<file path="config.mk">
export PLATFORM = sky130hd
export DESIGN_NAME = serial_mag_comparator
export DESIGN_NICKNAME = d
export VERILOG_FILES = /design/src/rtl/serial_mag_comparator.sv
export SDC_FILE = /design/constraint.sdc
export NUM_CORES = 1
export LEC_CHECK = 0
export CORE_MARGIN = 4
export CORE_UTILIZATION = 50
export CTS_CLUSTER_DIAMETER = 200
export DETAILED_ROUTE_END_ITERATION = 10
export PLACE_DENSITY = 0.77
export REMOVE_ABC_BUFFERS = 1
export SLEW_MARGIN = 20
export SYNTH_ARGS = -nofsm -noshare
export SYNTH_HDL_FRONTEND = slang
export SYNTH_SLANG_ARGS = --single-unit
</file>
<file path="constraint.sdc">
create_clock -name clk -period 2.4 [get_ports clk]
set_clock_uncertainty 0.05 [all_clocks]
set_input_delay 0.24 -clock clk [delete_from_list [all_inputs] [get_ports clk]]
set_output_delay 0.24 -clock clk [all_outputs]
set_load 0.02 [all_outputs]
</file>
<file path="src/rtl/serial_mag_comparator.sv">
// Bit-serial MSB-first unsigned comparator: G/L/E after m = WIDTH - (first differing bit index) SHIFT cycles, then a one-cycle done.
// No backpressure: start is taken only in IDLE and ignored while busy; results hold until the next accepted start.
module serial_mag_comparator #(
    parameter int WIDTH = 8
) (
    input  logic             clk,
    input  logic             rst,
    input  logic             start,
    input  logic [WIDTH-1:0] a,
    input  logic [WIDTH-1:0] b,
    output logic             busy,
    output logic             done,
    output logic             G,
    output logic             L,
    output logic             E
);
    localparam int IW = (WIDTH > 1) ? $clog2(WIDTH) : 1;

    typedef enum logic [1:0] {
        S_IDLE  = 2'd0,
        S_SHIFT = 2'd1,
        S_DONE  = 2'd2
    } state_t;

    state_t           state_q, state_d;
    logic [WIDTH-1:0] ra_q, ra_d, rb_q, rb_d;
    logic [IW-1:0]    idx_q, idx_d;
    logic             g_q, g_d, l_q, l_d, e_q, e_d;
    logic             bit_a, bit_b;

    // Operands shift left as bits match, so the bit under test is always the MSB.
    assign bit_a = ra_q[WIDTH-1];
    assign bit_b = rb_q[WIDTH-1];

    always_ff @(posedge clk or posedge rst) begin
        if (rst) begin
            state_q <= S_IDLE;
            ra_q    <= '0;
            rb_q    <= '0;
            idx_q   <= '0;
            g_q     <= 1'b0;
            l_q     <= 1'b0;
            e_q     <= 1'b0;
        end else begin
            state_q <= state_d;
            ra_q    <= ra_d;
            rb_q    <= rb_d;
            idx_q   <= idx_d;
            g_q     <= g_d;
            l_q     <= l_d;
            e_q     <= e_d;
        end
    end

    always_comb begin
        state_d = state_q;
        ra_d    = ra_q;
        rb_d    = rb_q;
        idx_d   = idx_q;
        g_d     = g_q;
        l_d     = l_q;
        e_d     = e_q;
        unique case (state_q)
            S_IDLE: begin
                if (start) begin
                    state_d = S_SHIFT;
                    ra_d    = a;
                    rb_d    = b;
                    idx_d   = IW'(WIDTH - 1);
                    g_d     = 1'b0;
                    l_d     = 1'b0;
                    e_d     = 1'b0;
                end
            end
            S_SHIFT: begin
                if (bit_a & ~bit_b) begin
                    g_d     = 1'b1;
                    state_d = S_DONE;
                end else if (~bit_a & bit_b) begin
                    l_d     = 1'b1;
                    state_d = S_DONE;
                end else if (idx_q == '0) begin
                    e_d     = 1'b1;
                    state_d = S_DONE;
                end else begin
                    idx_d = idx_q - IW'(1);
                    ra_d  = ra_q << 1;
                    rb_d  = rb_q << 1;
                end
            end
            S_DONE:  state_d = S_IDLE;
            default: state_d = S_IDLE;
        endcase
    end

    always_comb begin
        busy = (state_q != S_IDLE);
        done = (state_q == S_DONE);
        G    = g_q;
        L    = l_q;
        E    = e_q;
    end

endmodule
</file>
==> flow_metrics.tcl, run 1 <==
set metrics [dict create \
    tightest_slew_ns 0.499 \
    cts-buffers-inserted 3 \
    postCtsSetupRepairBufs 0 \
    drv_cap 0 \
    grt_max_degree 25 \
    stdcell_count 151 \
    die_w_um 58.1 \
    crit_family "simple AND/OR/NAND/NOR gates" \
    core_area_sq_um 2300 \
    required_ns 2.56 \
    viasPerCell 5.34 \
    grt_util_all_layers 0.144 \
    drc 0 \
    async_flop_share 1.00 \
    yosysMostFrequentCell "dfrtp_1" \
    cts_tree "built" \
    fin_crit_sh 0.842 \
    grt_pass1_wl_um 3690 \
    cts_buffer_depth 2 \
    clock_sinks 24 \
    rsz0062_at_grt "no" \
    grt-ovfl-total 0 \
    endpoint_kind "flip-flop" \
    fp.dieH_um 58.1 \
    rows 17 \
    outcome "finished, final reports clean" \
    synth.yosys.seq_area_share 0.479 \
    yosysWarnings 0 \
    start_kind "flip-flop" \
    clock-root-buffer "clkbuf_4" \
    setup-violations-final 0 \
    ant_nets 0 \
    start_util 0.546 \
    drt_iter0_drc 8 \
    io_pins 24 \
    crit_fanout 17 \
    relSlewSlack 0.667 \
    h-tree-depth 1 \
    fmax_ghz 0.495 \
    synth.distinct_cells 28 \
    ys_ff_latch 24 \
    grt_pass1_vias 847 \
    drt_wl_total_um 2210 \
    synthTopCellsByCount "dfrtp_1 (24), mux2_2 (19), inv_1 (6)" \
    ir_worst_vdd_mv 0.635 \
    holdBufCountCts 0 \
    portBuffers 23 \
    p_leak_nw 0.696 \
    drive_above_1_share 0.276 \
    cp.arrival_ns 2.18 \
    grt_antenna_before_repair 0 \
    synth_top_area_share 0.479 \
    p_per_area_nw_per_um2 1210 \
    criticalPathCategory "flip-flop to flip-flop" \
    drv_slew 0 \
    synth_flop_cell "dfrtp_1" \
    cp_slowest_cell "nor4b_4" \
    antenna_cells_inserted 0 \
    syn_area_sq_um 1250 \
    dp_cells 148 \
    syn_inst 99 \
    clkLatencyLatePin_ns 0.31 \
    synthTopCellsByArea "dfrtp_1 (48%), mux2_2 (17%), mux2_4 (6.0%)" \
    fin_tns_setup_ns 0 \
    die_area_sq_um 3380 \
    cp_num_buf_inv 2 \
    min_period_ns 2.02 \
    gp_congestion 0.753 \
    layout_setup_ws_ns 0.379 \
    firstDrtPassIters 4 \
    slowest_delay_ns 0.39 \
    synthToLayoutAreaGrowth_pct 21.3 \
    dpl_worst_slack_ns 0.408 \
    synth_top_area_cell "dfrtp_1" \
    synth_edf_count 0 \
    hold_violations 0 \
    clk_pin_slew_ns 0.12 \
    fin_nets 148 \
    path_cells "inv_1 > ha_1 > nor4b_4 > a21o_1 > buf_4 > mux2_2" \
    synth.avg_cell_area_sq_um 12.7 \
    vias 806 \
    hpwl_um 1650 \
    worstHoldPathType "primary input to asynchronous set/reset pin" \
    post_drt_wl_per_cell_um 14.7 \
    cts_resized 0 \
]
[cell families (layout without fill, tap and decap cells)]
family / Yosys count / after routing / synth area share
multiplexers: 28 / 28 / 0.262
flip-flops: 24 / 24 / 0.479
AND/OR/NAND/NOR: 19 / 19 / 0.0947
AO/OA/AOI/OAI: 12 / 12 / 0.0668
buffers and inverters: 12 / 36 / 0.0578
adder cells (fa/ha/maj): 4 / 4 / 0.0399
[metrics by stage]
step | cell area, sq um | power [mW] | hold slack (ns) | utilization
floorplan | 1200 | 1.41 | 0.205 | -
global placement | 1500 | 1.64 | 0.435 | 0.653
detailed placement | 1500 | 1.68 | 0.443 | 0.653
CTS | 1520 | 1.86 | 0.200 | 0.663
global route | 1520 | 1.97 | 0.214 | 0.663
finish | 1520 | 1.84 | 0.199 | 0.663
[worst paths after layout]
path | endpoint | slack, ns | start | cells past startpoint
max in group asynchronous | idx_q[2] | 1.86 | rst | 3
max reg2reg | rb_q[3] | 0.38 | rb_q[7] | 6
min reg2reg | rb_q[1] | 0.47 | rb_q[1] | 1
min in group clk | rb_q[0] | 0.44 | b[0] | 3
max | rb_q[3] | 0.38 | rb_q[7] | 6
min | rb_q[1] | 0.20 | rst | 3
[routing by layer]
layer / share of wire / wire length [um] / track usage / up-vias
met5: 0 / 0 / 0 / -
met4: 0.0059 / 13 / 0.0662 / 0
met3: 0.042 / 92 / 0.0312 / 2
met2: 0.53 / 1170 / 0.261 / 18
met1: 0.42 / 939 / 0.158 / 394
li1: - / - / - / 392
[where the power goes]
group	total [mW]	internal (mW)	switching, mW
clock	0.172	0.0587	0.114
sequential	0.711	0.592	0.118
combinational	0.959	0.555	0.404
[tightest hold or removal path, delay by kind of cell]
kind / cells / cell delay [ns]
buffers and inverters: 3 / 0.73
[sequential cells by signal, indices dropped and copies added (netlist names)]
register	cells
ra_q	8
G	1
E	1
idx_q	3
state_q	2
L	1
rb_q	8
[area by class of cell]
cell class	count	area, sq um
clock buffers	3	22.5
fillers	180	774
inverters	6	22.5
multi-input cells	63	582
flip-flops and latches	24	601
well taps	28	35.0
repair buffers	27	260
[cell usage in the layout (no fill, tap or decap), types with 4 or more instances in the layout]
cell              n
ha_1              4
buf_4             4
clkdlybuf4s50_1  23
nand2_1           5
dfrtp_1          24
mux2_4            5
mux2i_1           4
a22o_1            4
inv_1             6
mux2_2           19
No activity file was read; power rests on OpenSTA's default activity.
==> inputs of run 2 (changes only) <==
- clock period: 2.4 -> 1.9 ns (I/O delays scaled with it)
==> run 2 against run 1 <==
Net effect:
- setup slack worse by 0.27 ns
- critical path type unchanged
- clock-buffer cell count grew 1
- hold slack lost 0.040 ns
- final cell count rose by 5.3%
- clock power increased by 53%
- critical endpoint is now ra_q[4]
- register-to-register slack worse by 0.27 ns
- global-route usage grew 0.35 points
==> flow_metrics.tcl, run 2 (synthesized netlist as in run 1, its figures left out) <==
set metrics [dict create \
    antenna_cells_inserted 0 \
    p_per_area_nw_per_um2 1560 \
    portBuffers 23 \
    busiest_layer "met2" \
    drive_above_1_share 0.344 \
    hpwl_um 1710 \
    clk_pin_slew_ns 0.12 \
    cts_tree "built" \
    use_met3 0.0423 \
    crit_family "flip-flops" \
    firstDrtPassIters 4 \
    drt_wl_total_um 2270 \
    timing.rr.start "ra_q[7]" \
    cts-buffers-inserted 3 \
    mostFrequentLayoutCells "dfrtp_1 (22), clkdlybuf4s50_1 (22), mux2_2 (19)" \
    slowest_delay_ns 0.38 \
    cp.arrival_ns 1.95 \
    drt_iter0_drc 29 \
    hold_violations 0 \
    reg_top3 "ra_q: 8 flops, rb_q: 8 flops, idx_q: 3 flops" \
    fmax_ghz 0.558 \
    fin_nets 155 \
    multi_input_area_sq_um 584 \
    grt_max_degree 25 \
    vias 847 \
    post_dp_cell_area_sq_um 1530 \
    seqCellArea_sq_um 603 \
    grt_util_all_layers 0.147 \
    worstHoldPathType "primary input to asynchronous set/reset pin" \
    criticalPathCategory "flip-flop to flip-flop" \
    holdBufCountCts 0 \
    start_util 0.546 \
    start_kind "flip-flop" \
    r2r_setup_slack_ns 0.11 \
    ir_worst_vdd_mv 0.988 \
    fin_tns_setup_ns 0 \
    clock-root-buffer "clkbuf_4" \
    use_met2 0.247 \
    final_area_sq_um 1600 \
    endpoint_kind "flip-flop" \
    viasPerCell 5.33 \
    min_period_ns 1.79 \
    ant_nets 0 \
    gp_congestion 0.763 \
    setup-violations-final 0 \
    clock_sinks 24 \
    rsz0062_at_grt "no" \
    grt_pass1_vias 841 \
    required_ns 2.06 \
    path_cells "inv_1 > ha_2 > nor4b_4 > a21o_1 > buf_6 > mux2_2" \
    synthToLayoutAreaGrowth_pct 27.8 \
    p_leak_nw 0.745 \
    tightest_slew_ns 0.384 \
    fp.dieH_um 58.1 \
    grt_pass1_wl_um 3840 \
    die_w_um 58.1 \
    finalPower_mw 2.51 \
    cp_slowest_cell "dfrtp_1" \
    core_area_sq_um 2300 \
    grt-ovfl-total 0 \
    post_drt_wl_per_cell_um 14.3 \
    io_pins 24 \
    die_area_sq_um 3380 \
    cp_num_buf_inv 2 \
    h-tree-depth 1 \
    relSlewSlack 0.744 \
    clkLatencyLatePin_ns 0.31 \
    fin_crit_sh 0.944 \
    crit_fanout 8 \
    drv_slew 0 \
    drc 0 \
    rows 17 \
    grt_antenna_before_repair 0 \
    r2r-end "ra_q[4]" \
    drv_cap 0 \
    nFillCells 165 \
    r2r_cells 6 \
    global_route.usage.met1 0.193 \
    outcome "finished, final reports clean" \
    cts_buffer_depth 2 \
]
[run 2: changes by cell type in the layout (fill, tap and decap cells not counted), sizes merged]
cell           before  now
buf                 4   11
clkbuf              3    4
dlymetal6s2s        0    1
clkdlybuf4s50      23   22
[run 2: through the flow]
step	hold WS, ns	cells	util	worst slack [ns]
3_3_place_gp	0.435	152	0.666	0.144
2_1_floorplan	0.155	93	-	-0.141
3_5_place_dp	0.446	152	0.666	0.105
6_report	0.159	159	0.698	0.107
4_1_cts	0.166	156	0.682	0.00676
5_1_grt	0.188	159	0.698	0.00928
[run 2: per-layer routing]
layer | up-vias | part of all wire
li1 | 407 | -
met1 | 412 | 0.44
met2 | 26 | 0.50
met3 | 2 | 0.052
met4 | 0 | 0.0062
met5 | - | 0
[run 2: how the worst max path moves through the flow]
| stage | from | endpoint | cells after the start |
|---|---|---|---|
| after floorplan | ra_q[7] | ra_q[3] | 4 |
| after global placement | ra_q[7] | ra_q[3] | 5 |
| after detailed placement | ra_q[7] | rb_q[3] | 5 |
| after CTS | state_q[1] | busy | 2 |
| after global routing | rb_q[7] | ra_q[4] | 6 |
| final | ra_q[7] | ra_q[4] | 6 |
[run 2: layout make-up]
type / instances / area share
flip-flops and latches: 24 / 0.376
multi-input cells: 63 / 0.364
repair buffers: 34 / 0.201
clock buffers: 4 / 0.0226
well taps: 28 / 0.0218
inverters: 6 / 0.0140
[run 2: tightest hold or removal path, cell delays in order]
cell and delay [ns]:
clkdlybuf4s50_1 0.40, inv_1 0.05, buf_4 0.29
[run 2: power breakdown]
part | internal [mW] | total [mW] | switching, mW
Sequential | 0.751 | 0.896 | 0.145
Combinational | 0.813 | 1.35 | 0.538
Clock | 0.117 | 0.263 | 0.146
[run 2: what timing repair did]
action,4_1_cts,5_1_grt
setup endpoints to repair,0,13
gates resized for setup,0,6
buffers inserted,0,3
==> inputs of run 3 (changes only) <==
- CAP_MARGIN: unset -> 0
==> results of run 3 <==
Same layout as run 2: the final DEF is identical, and so are final timing and power.
